### config.mk
export PLATFORM = sky130hd
export DESIGN_NAME = rtc_calendar
export DESIGN_NICKNAME = d
export VERILOG_FILES = /design/src/rtl/rtc_calendar.sv
export SDC_FILE = /design/constraint.sdc
export NUM_CORES = 1
export LEC_CHECK = 0
export CELL_PAD_IN_SITES_DETAIL_PLACEMENT = 0
export CELL_PAD_IN_SITES_GLOBAL_PLACEMENT = 2
export CORE_MARGIN = 4
export CORE_UTILIZATION = 39
export DETAILED_ROUTE_END_ITERATION = 10
export DONT_BUFFER_PORTS = 1
export HOLD_SLACK_MARGIN = 0.08
export PLACE_DENSITY = 0.81
export SLEW_MARGIN = 10
export SYNTH_ARGS = -nofsm -noshare
export SYNTH_HDL_FRONTEND = slang
export SYNTH_SLANG_ARGS = --single-unit
### constraint.sdc
create_clock -name clk -period 5.1 [get_ports clk]
set_clock_uncertainty 0.2 [all_clocks]
set_input_delay 1.275 -clock clk [delete_from_list [all_inputs] [get_ports clk]]
set_output_delay 1.275 -clock clk [all_outputs]
set_load 0.02 [all_outputs]
### src/rtl/rtc_calendar.sv
// BCD month/day/hour/minute/second calendar with validated time loading.
// Optional alarm comparator enabled by defining RTC_ALARM_EN.
module rtc_calendar #(
  parameter int CLK_HZ = 50000000,
  parameter int PRE_W  = 26
) (
  input  logic        clk,
  input  logic        rst,
  input  logic [31:0] time_value,
  input  logic        set_time_mode,
  input  logic [15:0] alarm_time,
  input  logic        alarm_en,
  output logic [39:0] cur_time,
  output logic        tick_1hz,
  output logic        load_ok,
  output logic        load_error,
  output logic        alarm_hit
);

  typedef enum logic {ST_RUN, ST_CHECK} state_t;

  localparam logic [PRE_W-1:0] PRE_MAX = PRE_W'(CLK_HZ - 1);

  function automatic logic [7:0] f_dim(input logic [7:0] month);
    case (month)
      8'h02:                      return 8'h28;
      8'h04, 8'h06, 8'h09, 8'h11: return 8'h30;
      default:                    return 8'h31;
    endcase
  endfunction

  function automatic logic [7:0] f_bcd_inc(input logic [7:0] v);
    if (v[3:0] == 4'h9) return {v[7:4] + 4'h1, 4'h0};
    else                return {v[7:4], v[3:0] + 4'h1};
  endfunction

  // BCD ordering matches hex ordering once every nibble is <= 9.
  function automatic logic f_valid(input logic [31:0] c);
    logic ok;
    ok = 1'b1;
    for (int i = 0; i < 8; i++)
      if (c[4*i +: 4] > 4'h9) ok = 1'b0;
    if (c[31:24] < 8'h01 || c[31:24] > 8'h12) ok = 1'b0;
    if (c[23:16] < 8'h01 || c[23:16] > f_dim(c[31:24])) ok = 1'b0;
    if (c[15:8] > 8'h23) ok = 1'b0;
    if (c[7:0]  > 8'h59) ok = 1'b0;
    return ok;
  endfunction

  function automatic logic [39:0] f_advance(input logic [39:0] t);
    logic [7:0] mo, dd, hh, mi, ss;
    {mo, dd, hh, mi, ss} = t;
    if (ss != 8'h59) ss = f_bcd_inc(ss);
    else begin
      ss = 8'h00;
      if (mi != 8'h59) mi = f_bcd_inc(mi);
      else begin
        mi = 8'h00;
        if (hh != 8'h23) hh = f_bcd_inc(hh);
        else begin
          hh = 8'h00;
          if (dd != f_dim(mo)) dd = f_bcd_inc(dd);
          else begin
            dd = 8'h01;
            mo = (mo == 8'h12) ? 8'h01 : f_bcd_inc(mo);
          end
        end
      end
    end
    return {mo, dd, hh, mi, ss};
  endfunction

  state_t           r_state;
  logic [PRE_W-1:0] r_pre;
  logic [31:0]      r_shadow;
  logic [31:0]      r_cand;
  logic [39:0]      r_time;
  logic             r_tick;
  logic             r_ok;
  logic             r_err;

  logic             w_detect;
  logic             w_tick_now;
  logic [39:0]      w_next;

  assign w_detect   = set_time_mode && (time_value != r_shadow);
  assign w_tick_now = (r_state == ST_RUN) && !w_detect && (r_pre == PRE_MAX);
  assign w_next     = f_advance(r_time);

  // NOTE: state and pulse registers use non-blocking assignments so every
  // register samples the pre-edge values, avoiding order-dependent races.
  always_ff @(posedge clk or posedge rst) begin
    if (rst) begin
      r_state  <= ST_RUN;
      r_pre    <= '0;
      r_shadow <= 32'h0;
      r_cand   <= 32'h0;
      r_time   <= 40'h0101000000;
      r_tick   <= 1'b0;
      r_ok     <= 1'b0;
      r_err    <= 1'b0;
    end else begin
      r_tick <= 1'b0;
      r_ok   <= 1'b0;
      r_err  <= 1'b0;
      case (r_state)
        ST_RUN: begin
          // A load request wins over a coincident tick; the prescaler holds.
          if (w_detect) begin
            r_cand   <= time_value;
            r_shadow <= time_value;
            r_state  <= ST_CHECK;
          end else if (w_tick_now) begin
            r_pre  <= '0;
            r_tick <= 1'b1;
            r_time <= w_next;
          end else begin
            r_pre <= r_pre + PRE_W'(1);
          end
        end
        ST_CHECK: begin
          if (f_valid(r_cand)) begin
            r_time <= {r_cand, 8'h00};
            r_pre  <= '0;
            r_ok   <= 1'b1;
          end else begin
            r_err  <= 1'b1;
          end
          r_state <= ST_RUN;
        end
        default: r_state <= ST_RUN;
      endcase
    end
  end

  assign cur_time   = r_time;
  assign tick_1hz   = r_tick;
  assign load_ok    = r_ok;
  assign load_error = r_err;

`ifdef RTC_ALARM_EN
  logic r_alarm;

  // Only the seconds tick can fire the alarm, never a committed load.
  always_ff @(posedge clk or posedge rst) begin
    if (rst) r_alarm <= 1'b0;
    else     r_alarm <= w_tick_now && alarm_en &&
                        (w_next[23:0] == {alarm_time, 8'h00});
  end

  assign alarm_hit = r_alarm;
`else
  logic w_unused_alarm;
  assign w_unused_alarm = ^{alarm_time, alarm_en};
  assign alarm_hit      = 1'b0;
`endif

endmodule

-- Yosys cells after proc, flatten, opt, wreduce, memory -nomap -nowiden
Cells that the tools add are included.
- logic and storage cells: 152
- bits in registers: 102
- add/subtract/negate cells: 11
- reductions and logical operators: 20
- eq/ne operators: 34
- mux-type cells: 56
- $lt $le $gt $ge: 14
- bitwise operators: 1
- operators with widths (kind ; count):
    8-bit 2-to-1 mux ; 24
    40-bit 2-to-1 mux ; 3
    40-bit case mux with 2 select lines ; 1
    26-bit 2-to-1 mux ; 3
    26-bit case mux with 2 select lines ; 1
    4-bit by 1-bit adder with 4-bit output (second input constant) ; 10
    8-bit by 3-bit equality test with 1-bit output (second input constant) ; 4
    4-bit > comparator (second input constant) ; 8
    32-bit inequality test ; 1
    26-bit by 1-bit adder with 26-bit output (second input constant) ; 1
    26-bit equality test (second input constant) ; 1
    8-bit by 5-bit equality test with 1-bit output (second input constant) ; 3
    1-bit 2-to-1 mux ; 21
    4-bit equality test (second input constant) ; 5
    5-bit case mux with 2 select lines ; 2
    8-bit by 2-bit equality test with 1-bit output (second input constant) ; 2
    8-bit by 4-bit equality test with 1-bit output (second input constant) ; 2
    8-bit by 1-bit < comparator with 1-bit output (second input constant) ; 2
    8-bit by 7-bit inequality test with 1-bit output (second input constant) ; 2
    7-bit AND reduction ; 2
    2-bit inequality test (second input constant) ; 6
    3-bit by 2-bit inequality test with 1-bit output (second input constant) ; 4
    6-bit AND reduction ; 2
    5-bit AND reduction ; 2
    other kinds (18) ; 24

-- Longest topological paths before layout
Gate-level depths: netlist (run 1).
- depth in word-level cells: 16
- mapped depth: 15
- depth with buffers taken out: 13

-- Least setup slack after synthesis (run 1)
Ideal clock, no wire load.
- path type: reg2reg
- from: reg r_cand[27]
- to: reg r_time[7], in the netlist cur_time[7]
- required time: 4767 ps
- data arrival time: 3142 ps
- slack: 1624 ps
- path buffers: 3
- clock period less this slack: 3476 ps
- stages on the path, launching flop included: 15
- path through: dfrtp_1 > clkbuf_1 > nor3_1 > and4b_1 > inv_1 > ha_1 > or4b_1 > a21oi_1 > nor2_1 > nor4_2 > a31oi_1 > clkbuf_1 > clkbuf_1 > o31ai_1 > o31ai_1
- longest elaborated chain between the ends: 12
- ends and longest elaborated chain (item ; RTL line ; RTL):
    start: declaration ; 76 ; logic [31:0] r_cand;
    start signal: assignment ; 110 ; r_cand <= time_value;
    8-bit by 3-bit equality test with 1-bit output (tied with other cells) ; 25 ; case (month)
    4-bit OR reduction ; 25 ;
    5-bit case mux with 2 select lines ; 25 ;
    8-bit 2-to-1 mux ; 106 ; case (r_state)
    8-bit > comparator ; 44 ; if (c[23:16] < 8'h01 || c[23:16] > f_dim(c[31:24])) ok = 1'b0;
    1-bit logical OR ; 44 ;
    1-bit 2-to-1 mux ; 44 ;
    1-bit 2-to-1 mux ; 45 ; if (c[15:8] > 8'h23) ok = 1'b0;
    1-bit 2-to-1 mux ; 46 ; if (c[7:0] > 8'h59) ok = 1'b0;
    1-bit 2-to-1 mux ; 106 ;
    2-bit by 1-bit inequality test with 1-bit output (no line) ; n/a ;
    4-bit AND reduction (no line) (*) ; n/a ;
    end signal: assignment ; 116 ; r_time <= w_next;
    end signal: assignment ; 123 ; r_time <= {r_cand, 8'h00};
    end: declaration ; 77 ; logic [39:0] r_time;
Mark *: on every way between the ends. The rest lies on a longest branch, timed or not. The select of a mux whose other input is x is not followed.
A chain may end at the register's enable or synchronous reset.

-- Worst setup path after layout (run 1)
- from: reg r_cand[29]
- to: reg r_pre[21]
- longest elaborated chain between the ends: 12
- ends and longest elaborated chain (item ; RTL line ; RTL):
    8-bit by 3-bit equality test with 1-bit output (tied with other cells) ; 25 ;
    4-bit OR reduction ; 25 ;
    5-bit case mux with 2 select lines ; 25 ;
    8-bit 2-to-1 mux ; 106 ;
    8-bit > comparator ; 44 ;
    1-bit logical OR ; 44 ;
    1-bit 2-to-1 mux ; 44 ;
    1-bit 2-to-1 mux ; 45 ;
    1-bit 2-to-1 mux ; 46 ;
    1-bit 2-to-1 mux ; 106 ;
    2-bit by 1-bit inequality test with 1-bit output (no line) ; n/a ;
    2-bit AND reduction (no line) ; n/a ;
    end signal: assignment ; 118 ; r_pre <= r_pre + PRE_W'(1);
    end: declaration ; 74 ; logic [PRE_W-1:0] r_pre;
Parallel ways exist; a longest one is shown, timed or not. The select of a mux whose other input is x is not followed.

==> reports/qor.log, run 1 <==
INFO  yosys          syn-instance-count=720
INFO  global_routing globalRouteTotalUtil=0.202
INFO  route          detail_route.drc_violations=0
INFO  clock_tree     worst_setup_hold_path_clk_slew=70ps
INFO  sta            period_minus_slack=4120ps
INFO  floorplan      core.rowCount=45
INFO  final_layout   area_growth=9.76%
INFO  yosys          synth_largest_type_area_fraction=0.402
INFO  global_routing grt_first_pass_wirelength=28.7mm
INFO  route          vias_per_cell=5.70
INFO  clock_tree     postCtsResizedCells=0
INFO  route          vias=5266
INFO  route          wl=17.9mm
INFO  yosys          edff_count_synth=0
INFO  floorplan      boundaryPins=96
INFO  clock_tree     cts.hold.buffers_added=0
INFO  critical_path  crit_path_max_incr_delay=550ps
INFO  clock_tree     maximum_clock_path_buffer_count=2
INFO  yosys          synthesis.nets=792
INFO  route          final_antenna_net_count=0
INFO  place          finalWeightedCongestion=0.850
INFO  critical_path  cp-end-kind=register
INFO  final_layout   nFillCells=1581
INFO  critical_path  critical_path.cell_chain=nor3_1 > and4b_1 > inv_1 > ha_1 > or4b_1 > a21oi_1 > nor2_1 > o41ai_4 > buf_4 > nand2_1 > or4_1 > a21oi_1
INFO  sta            timing.final.max_slew_violations=0
INFO  run            number_of_max_capacitance_violations_reported=0
INFO  sta            max_slew.worst_pin.slew=1020ps
INFO  critical_path  critical_path_required=5180ps
INFO  yosys          yosys_register_bits=102
INFO  yosys          post_synth_instance_area=6220um^2
INFO  route          detailedRoute.firstPassIterationCount=5
INFO  run_status     outcome=finished, final reports clean
INFO  route          detail_route.iter0.violations=383
INFO  sta            finalSetupTns=0ps
INFO  yosys          netlist-cell-type-count=73
INFO  place          place.detailed.hpwl=13.0mm
INFO  clock_tree     clock_latency=360ps
INFO  critical_path  crit_path_frequent_cell=sky130_fd_sc_hd__a21oi_1
INFO  yosys          part_of_the_yosys_area_used_for_sequential_elements=0.411
INFO  clock_tree     htree_num_levels=3
INFO  yosys          post_synth_main_area_contributors=sky130_fd_sc_hd__dfrtp_1 40%, sky130_fd_sc_hd__nand2_1 7.9%, sky130_fd_sc_hd__xor2_1 6.8%, sky130_fd_sc_hd__ha_1 4.0%, sky130_fd_sc_hd__o21ai_0 3.6%
INFO  sta            slew-limit-headroom=0.319
INFO  floorplan      fp.coreArea=15400um^2
INFO  global_routing gr-total-overflow=0
INFO  critical_path  path_class=register to register
INFO  critical_path  r2r-start=r_cand[29]
INFO  clock_tree     cts_post_setup_buffers_inserted=0
INFO  sta            rsz_0062_raised_after_global_routing=no
INFO  sta            final_hold_viol_count=0
INFO  critical_path  r2r_setup_slack=980ps
INFO  critical_path  crit_buf_inv=2
INFO  final_layout   nNetsFinal=780
INFO  place          buffer_ports.inserted=0
INFO  pwr            vdd_drop_max=170uV
INFO  floorplan      die_w=134um
INFO  sta            max_freq=242MHz
INFO  sta            timing.final.crit_share=0.809
INFO  critical_path  setup.worst_path.start_class=register
INFO  pwr            pwr_density_cell=307nW/um^2
INFO  floorplan      floorplan.initialDensity=0.403
INFO  critical_path  cp_top_family=simple AND/OR/NAND/NOR gates
INFO  pwr            post-layout-total-power=0.00209W
INFO  clock_tree     cts-buffers-inserted=9
INFO  yosys          synthArstFlopShare=1.00
INFO  critical_path  crit-reg2reg-capture=r_pre[21]
INFO  yosys          yosys_most_used_dff=sky130_fd_sc_hd__dfrtp_1
INFO  floorplan      die_area=18000um^2
INFO  final_layout   final_cell_count_no_fill=924
INFO  floorplan      floorplan.die.height=134um
INFO  hold_path      hold_depth=2
INFO  yosys          post-synth-top-area-cell=sky130_fd_sc_hd__dfrtp_1
INFO  critical_path  timing.reg2reg.worst_path_depth=12
INFO  hold_path      hold_path.class=register to register
INFO  route          wire_per_inst=19.3um
INFO  clock_tree     cts.sink_count=102
INFO  global_routing vias_in_the_first_global_route=5011
INFO  critical_path  crit_arrival=4210ps
INFO  pwr            static-leakage-power=3.00nW
INFO  final_layout   design_area=6820um^2
INFO  clock_tree     tritoncts=yes
INFO  clock_tree     root_buffer=sky130_fd_sc_hd__clkbuf_16
INFO  sta            final_setup_violation_count=0
INFO  yosys          synth-warning-count=0
INFO  yosys          syn-mean-instance-area=8.64um^2
INFO  final_layout   final_layout_size_suffix_gt1_frac=0.0799
INFO  final_layout   most-common-layout-cells=131 x sky130_fd_sc_hd__nand2_1, 99 x sky130_fd_sc_hd__dfrtp_1, 48 x sky130_fd_sc_hd__xor2_1, 48 x sky130_fd_sc_hd__nor2_1, 45 x sky130_fd_sc_hd__o21ai_0
INFO  hold_path      holdCritStartpoint=r_cand[14]
INFO  place          placed_cells_incl_taps=908
INFO  critical_path  critical_path.max_fanout=22
INFO  global_routing grt_antenna_before_repair=0
INFO  place          dpl_cell_area=6450um^2
INFO  final_layout   num_antenna_cells=0
INFO  critical_path  slowest_stage=sky130_fd_sc_hd__or4_1
INFO  final_layout   layout.cells.most_common=sky130_fd_sc_hd__nand2_1
INFO  hold_path      hold_path_end=r_cand[14]
INFO  global_routing grt_max_degree=47
-- layout make-up --
class	count	area [um^2]	area share
timing repair buffer	12	90.1	0.0132
multi-input combinational	551	3420	0.501
clock buffer	11	243	0.0356
tap	211	264	0.0387
clock inverter	5	129	0.0189
inverter	32	123	0.0180
sequential	102	2560	0.375
-- tightest hold or removal path, delay by kind of cell (launching register included) --
family | cells | cell delay [ps]
flip-flops | 1 | 390
AND/OR/NAND/NOR | 2 | 120
-- power breakdown --
group	total, W	switching [W]	internal, W	leakage, nW
clock	0.000867	0.000322	0.000545	0.180
sequential	0.000972	0.000106	0.000865	1.26
combinational	0.000254	0.000156	0.0000984	1.55
-- per-stage QoR --
stage | hold WS (ps) | setup slack (ps) | util
2_1_floorplan | 287 | 953 | -
3_3_place_gp | 309 | 973 | 0.418
3_5_place_dp | 330 | 955 | 0.418
4_1_cts | 346 | 967 | 0.442
5_1_grt | 380 | 741 | 0.442
6_report | 347 | 976 | 0.442
-- routing by layer --
metal	GRT usage	vias up	share of wire
li1	-	2533	-
met1	0.290	2563	0.47
met2	0.297	154	0.43
met3	0.0593	16	0.083
met4	0.0571	0	0.013
met5	0	-	0
-- cells by family after synthesis --
family	count (synthesis)	synth area share
other cells	1	0.000603
fa+ha+maj	20	0.0402
xor+xnor	54	0.0761
compound gates	140	0.153
buf+inv	67	0.0413
mux	12	0.0203
flops	102	0.411
simple gates	324	0.257
-- flip-flops by register name (all words and copies together), names as in the netlist --
name,count
r_pre,26
load_ok,1
r_cand,32
tick_1hz,1
cur_time,40
load_error,1
r_state,1
-- synth_stat cells (3+ instances only) --
cell type / number
sky130_fd_sc_hd__buf_1: 5
sky130_fd_sc_hd__mux2i_1: 7
sky130_fd_sc_hd__o31ai_1: 15
sky130_fd_sc_hd__o21a_1: 3
sky130_fd_sc_hd__and2_1: 4
sky130_fd_sc_hd__nor2_1: 48
sky130_fd_sc_hd__o21ai_0: 45
sky130_fd_sc_hd__or4_1: 4
sky130_fd_sc_hd__mux2_2: 5
sky130_fd_sc_hd__a2bb2oi_1: 5
sky130_fd_sc_hd__o211ai_1: 5
sky130_fd_sc_hd__a22oi_1: 4
sky130_fd_sc_hd__inv_1: 29
sky130_fd_sc_hd__nor3b_1: 5
sky130_fd_sc_hd__nand4b_1: 4
sky130_fd_sc_hd__or3_1: 5
sky130_fd_sc_hd__nand3_1: 31
sky130_fd_sc_hd__a31oi_1: 5
sky130_fd_sc_hd__nor3_1: 17
sky130_fd_sc_hd__and3_1: 14
sky130_fd_sc_hd__or2_2: 5
sky130_fd_sc_hd__dfrtp_1: 100
sky130_fd_sc_hd__xnor2_1: 6
sky130_fd_sc_hd__clkbuf_1: 28
sky130_fd_sc_hd__a21oi_1: 26
sky130_fd_sc_hd__xor2_1: 48
sky130_fd_sc_hd__nor4_1: 18
sky130_fd_sc_hd__a32oi_1: 3
sky130_fd_sc_hd__o41ai_1: 6
sky130_fd_sc_hd__ha_1: 20
sky130_fd_sc_hd__nand4_1: 19
sky130_fd_sc_hd__nand2_1: 131
-- worst max-delay path by stage --
stage / startpoint / end / cells after the start
detailed placement: time_value[19] / cur_time[7] / 7
finish: r_cand[29] / r_pre[21] / 12
CTS: r_cand[29] / r_pre[21] / 12
floorplan: rst / cur_time[0] / 1
global route: r_cand[29] / r_pre[21] / 12
global placement: time_value[19] / cur_time[7] / 7
Power figures use the tool's default switching activity.
==> inputs of run 2 (changes only) <==
- clock period: 5.1 -> 4.06 ns (I/O delays scaled with it)
==> reports/qor.log, run 2 (synthesis results as in run 1) <==
INFO  sta            slew-limit-headroom=0.275 [-0.0436]
INFO  critical_path  setup.worst_path.start_class=register
INFO  clock_tree     cts-buffers-inserted=9 [unchanged]
INFO  sta            period_minus_slack=3820ps [-306 ps]
INFO  final_layout   final_cell_count_no_fill=936 [+1.3%]
INFO  sta            max_slew.worst_pin.slew=1080ps [+65.2 ps]
INFO  final_layout   nFillCells=1564 [-1.1%]
INFO  final_layout   largest_reg_flops=40 [unchanged]
INFO  sta            final_setup_violation_count=0 [unchanged]
INFO  floorplan      core.rowCount=45 [unchanged]
INFO  sta            final_hold_viol_count=0 [unchanged]
INFO  route          wl=18.0mm [+0.54%]
INFO  final_layout   multi_input_comb_area=3430um^2 [+0.29%]
INFO  global_routing grt_first_pass_wirelength=29.2mm [+1.7%]
INFO  pwr            seq_power_share=0.482 [+0.018]
INFO  clock_tree     cts_post_setup_buffers_inserted=0 [unchanged]
INFO  global_routing gr-total-overflow=0 [unchanged]
INFO  route          detail_route.iter0.violations=438 [+14%]
INFO  clock_tree     cts.hold.buffers_added=0 [unchanged]
INFO  route          vias=5342 [+1.4%]
INFO  final_layout   design_area=6900um^2 [+1.0%]
INFO  final_layout   final_layout_size_suffix_gt1_frac=0.0993 [+0.0194]
INFO  final_layout   nNetsFinal=793 [+1.7%]
INFO  pwr            vdd_drop_max=186uV [+9.3%]
INFO  run            number_of_max_capacitance_violations_reported=0 [unchanged]
INFO  critical_path  critical_path.max_fanout=21 [-4.5%]
INFO  pwr            switch_pwr=0.000725W [+24%]
INFO  pwr            pwr_density_cell=365nW/um^2 [+19%]
INFO  sta            timing.final.max_slew_violations=0 [unchanged]
INFO  final_layout   num_antenna_cells=0 [unchanged]
INFO  route          wire_per_inst=19.2um [-0.75%]
INFO  global_routing grt.met3_usage=0.0600 [+0.000750]
INFO  hold_path      hold_path.class=register to register
INFO  sta            timing.final.crit_share=0.940 [+0.132]
INFO  pwr            post-layout-total-power=0.00252W [+20%]
INFO  critical_path  slowest_stage=sky130_fd_sc_hd__or4b_1
INFO  global_routing grt_max_degree=58 [+23%]
INFO  final_layout   layout.cells.most_common=sky130_fd_sc_hd__nand2_1
INFO  floorplan      floorplan.initialDensity=0.403 [unchanged]
INFO  critical_path  critical_path_required=4120ps [-1060 ps]
INFO  pwr            static-leakage-power=3.05nW [+1.8%]
INFO  clock_tree     root_buffer=sky130_fd_sc_hd__clkbuf_16
INFO  critical_path  path_class=register to register
INFO  critical_path  crit_path_max_incr_delay=520ps [-30 ps]
INFO  global_routing met1_usage=0.297 [+0.00697]
INFO  global_routing top_usage_layer=met2
INFO  critical_path  crit_arrival=3880ps [-330 ps]
INFO  floorplan      die_w=134um [unchanged]
INFO  clock_tree     postCtsResizedCells=0 [unchanged]
INFO  pwr            power_switching_share=0.288 [+0.00875]
INFO  route          vias_per_cell=5.71 [+0.14%]
INFO  pwr            p_comb_frac=0.137 [+0.016]
INFO  clock_tree     clock_latency=350ps [about the same]
INFO  place          placed_cells_incl_taps=921 [+1.4%]
INFO  clock_tree     worst_setup_hold_path_clk_slew=70ps [about the same]
INFO  route          detailedRoute.firstPassIterationCount=5 [unchanged]
INFO  sta            max_freq=262MHz [+8.0%]
INFO  global_routing met2_usage=0.299 [+0.00168]
INFO  place          dpl_cell_area=6560um^2 [+1.7%]
INFO  run_status     outcome=finished, final reports clean
INFO  clock_tree     maximum_clock_path_buffer_count=2 [unchanged]
INFO  pwr            p_int=0.00179W [+19%]
INFO  clock_tree     cts.sink_count=102 [unchanged]
INFO  route          detail_route.drc_violations=0 [unchanged]
INFO  sta            finalSetupTns=0ps [unchanged]
INFO  floorplan      boundaryPins=96 [unchanged]
INFO  final_layout   most-common-layout-cells=131 x sky130_fd_sc_hd__nand2_1, 99 x sky130_fd_sc_hd__dfrtp_1, 48 x sky130_fd_sc_hd__xor2_1, 48 x sky130_fd_sc_hd__nor2_1, 45 x sky130_fd_sc_hd__o21ai_0
INFO  floorplan      die_area=18000um^2 [unchanged]
INFO  final_layout   register_area=2560um^2 [unchanged]
INFO  clock_tree     htree_num_levels=3 [unchanged]
INFO  clock_tree     tritoncts=yes
INFO  global_routing vias_in_the_first_global_route=5207 [+3.9%]
INFO  sta            rsz_0062_raised_after_global_routing=no
INFO  global_routing globalRouteTotalUtil=0.206 [+0.00362]
INFO  final_layout   area_growth=10.9%
INFO  critical_path  critical_path.cell_chain=nor3_1 > and4b_1 > inv_1 > ha_1 > or4b_1 > a21oi_1 > nor2_1 > nor4_2 > a31oi_2 > or3_4 > o31ai_1
INFO  place          place.detailed.hpwl=13.2mm [+1.7%]
INFO  global_routing grt_antenna_before_repair=0 [unchanged]
INFO  place          finalWeightedCongestion=0.850 [about the same]
INFO  critical_path  cp-end-kind=register
INFO  pwr            power_frac_clock=0.381 [-0.033]
INFO  route          final_antenna_net_count=0 [unchanged]
INFO  place          buffer_ports.inserted=0 [unchanged]
INFO  floorplan      fp.coreArea=15400um^2 [unchanged]
INFO  floorplan      floorplan.die.height=134um [unchanged]
## run 2: cell types whose count changed in the layout (fill, tap and decap cells not counted), sizes merged
cell | previous run | this run
inv | 32 | 31
clkinv | 1 | 3
bufinv | 4 | 2
buf | 12 | 25
## run 2: per-layer routing
metal / share of wire / up-vias
li1: - / 2567
met3: 0.075 / 16
met4: 0.014 / 0
met5: 0 / -
met1: 0.48 / 2584
met2: 0.43 / 175
## run 2: per-stage QoR
step	hold WS, ps	utilization	setup slack (ps)
finish	332	0.447	242
global route	369	0.447	9.13
CTS	331	0.446	195
detailed placement	314	0.425	229
global placement	304	0.425	306
floorplan	287	-	173
## run 2: worst max-delay path: cells and delay by family, from the launching register on
family,cells,cell delay (ps)
AND/OR/NAND/NOR,6,2160
flip-flops,1,440
AO/OA/AOI/OAI,3,670
adder cells (fa/ha/maj),1,190
buffers and inverters,1,50
## run 2: layout make-up
cell class,instances,share of cell area
inverters,32,0.0178
flip-flops and latches,102,0.371
multi-input cells,551,0.497
well taps,211,0.0383
clock inverters,4,0.0102
repair buffers,25,0.0290
clock buffers,11,0.0367
## run 2: worst paths after layout
check / start / to / slack, ps / cells past startpoint
max: r_cand[29] / cur_time[7] / 240 / 11
min: r_cand[14] / r_cand[14] / 330 / 2
max reg2reg: r_cand[29] / cur_time[7] / 240 / 11
min reg2reg: r_cand[14] / r_cand[14] / 330 / 2
max in group asynchronous: rst / r_pre[5] / 2490 / 2
min in group asynchronous: rst / r_cand[22] / 420 / 1
## run 2: power groups by stage
stage | Sequential [W] | Combinational (W) | Clock (W)
floorplan | 0.00118 | 0.000266 | 0
global placement | 0.00123 | 0.000340 | 0
detailed placement | 0.00123 | 0.000346 | 0
CTS | 0.00121 | 0.000348 | 0.000983
global route | 0.00123 | 0.000394 | 0.00102
finish | 0.00121 | 0.000346 | 0.000959
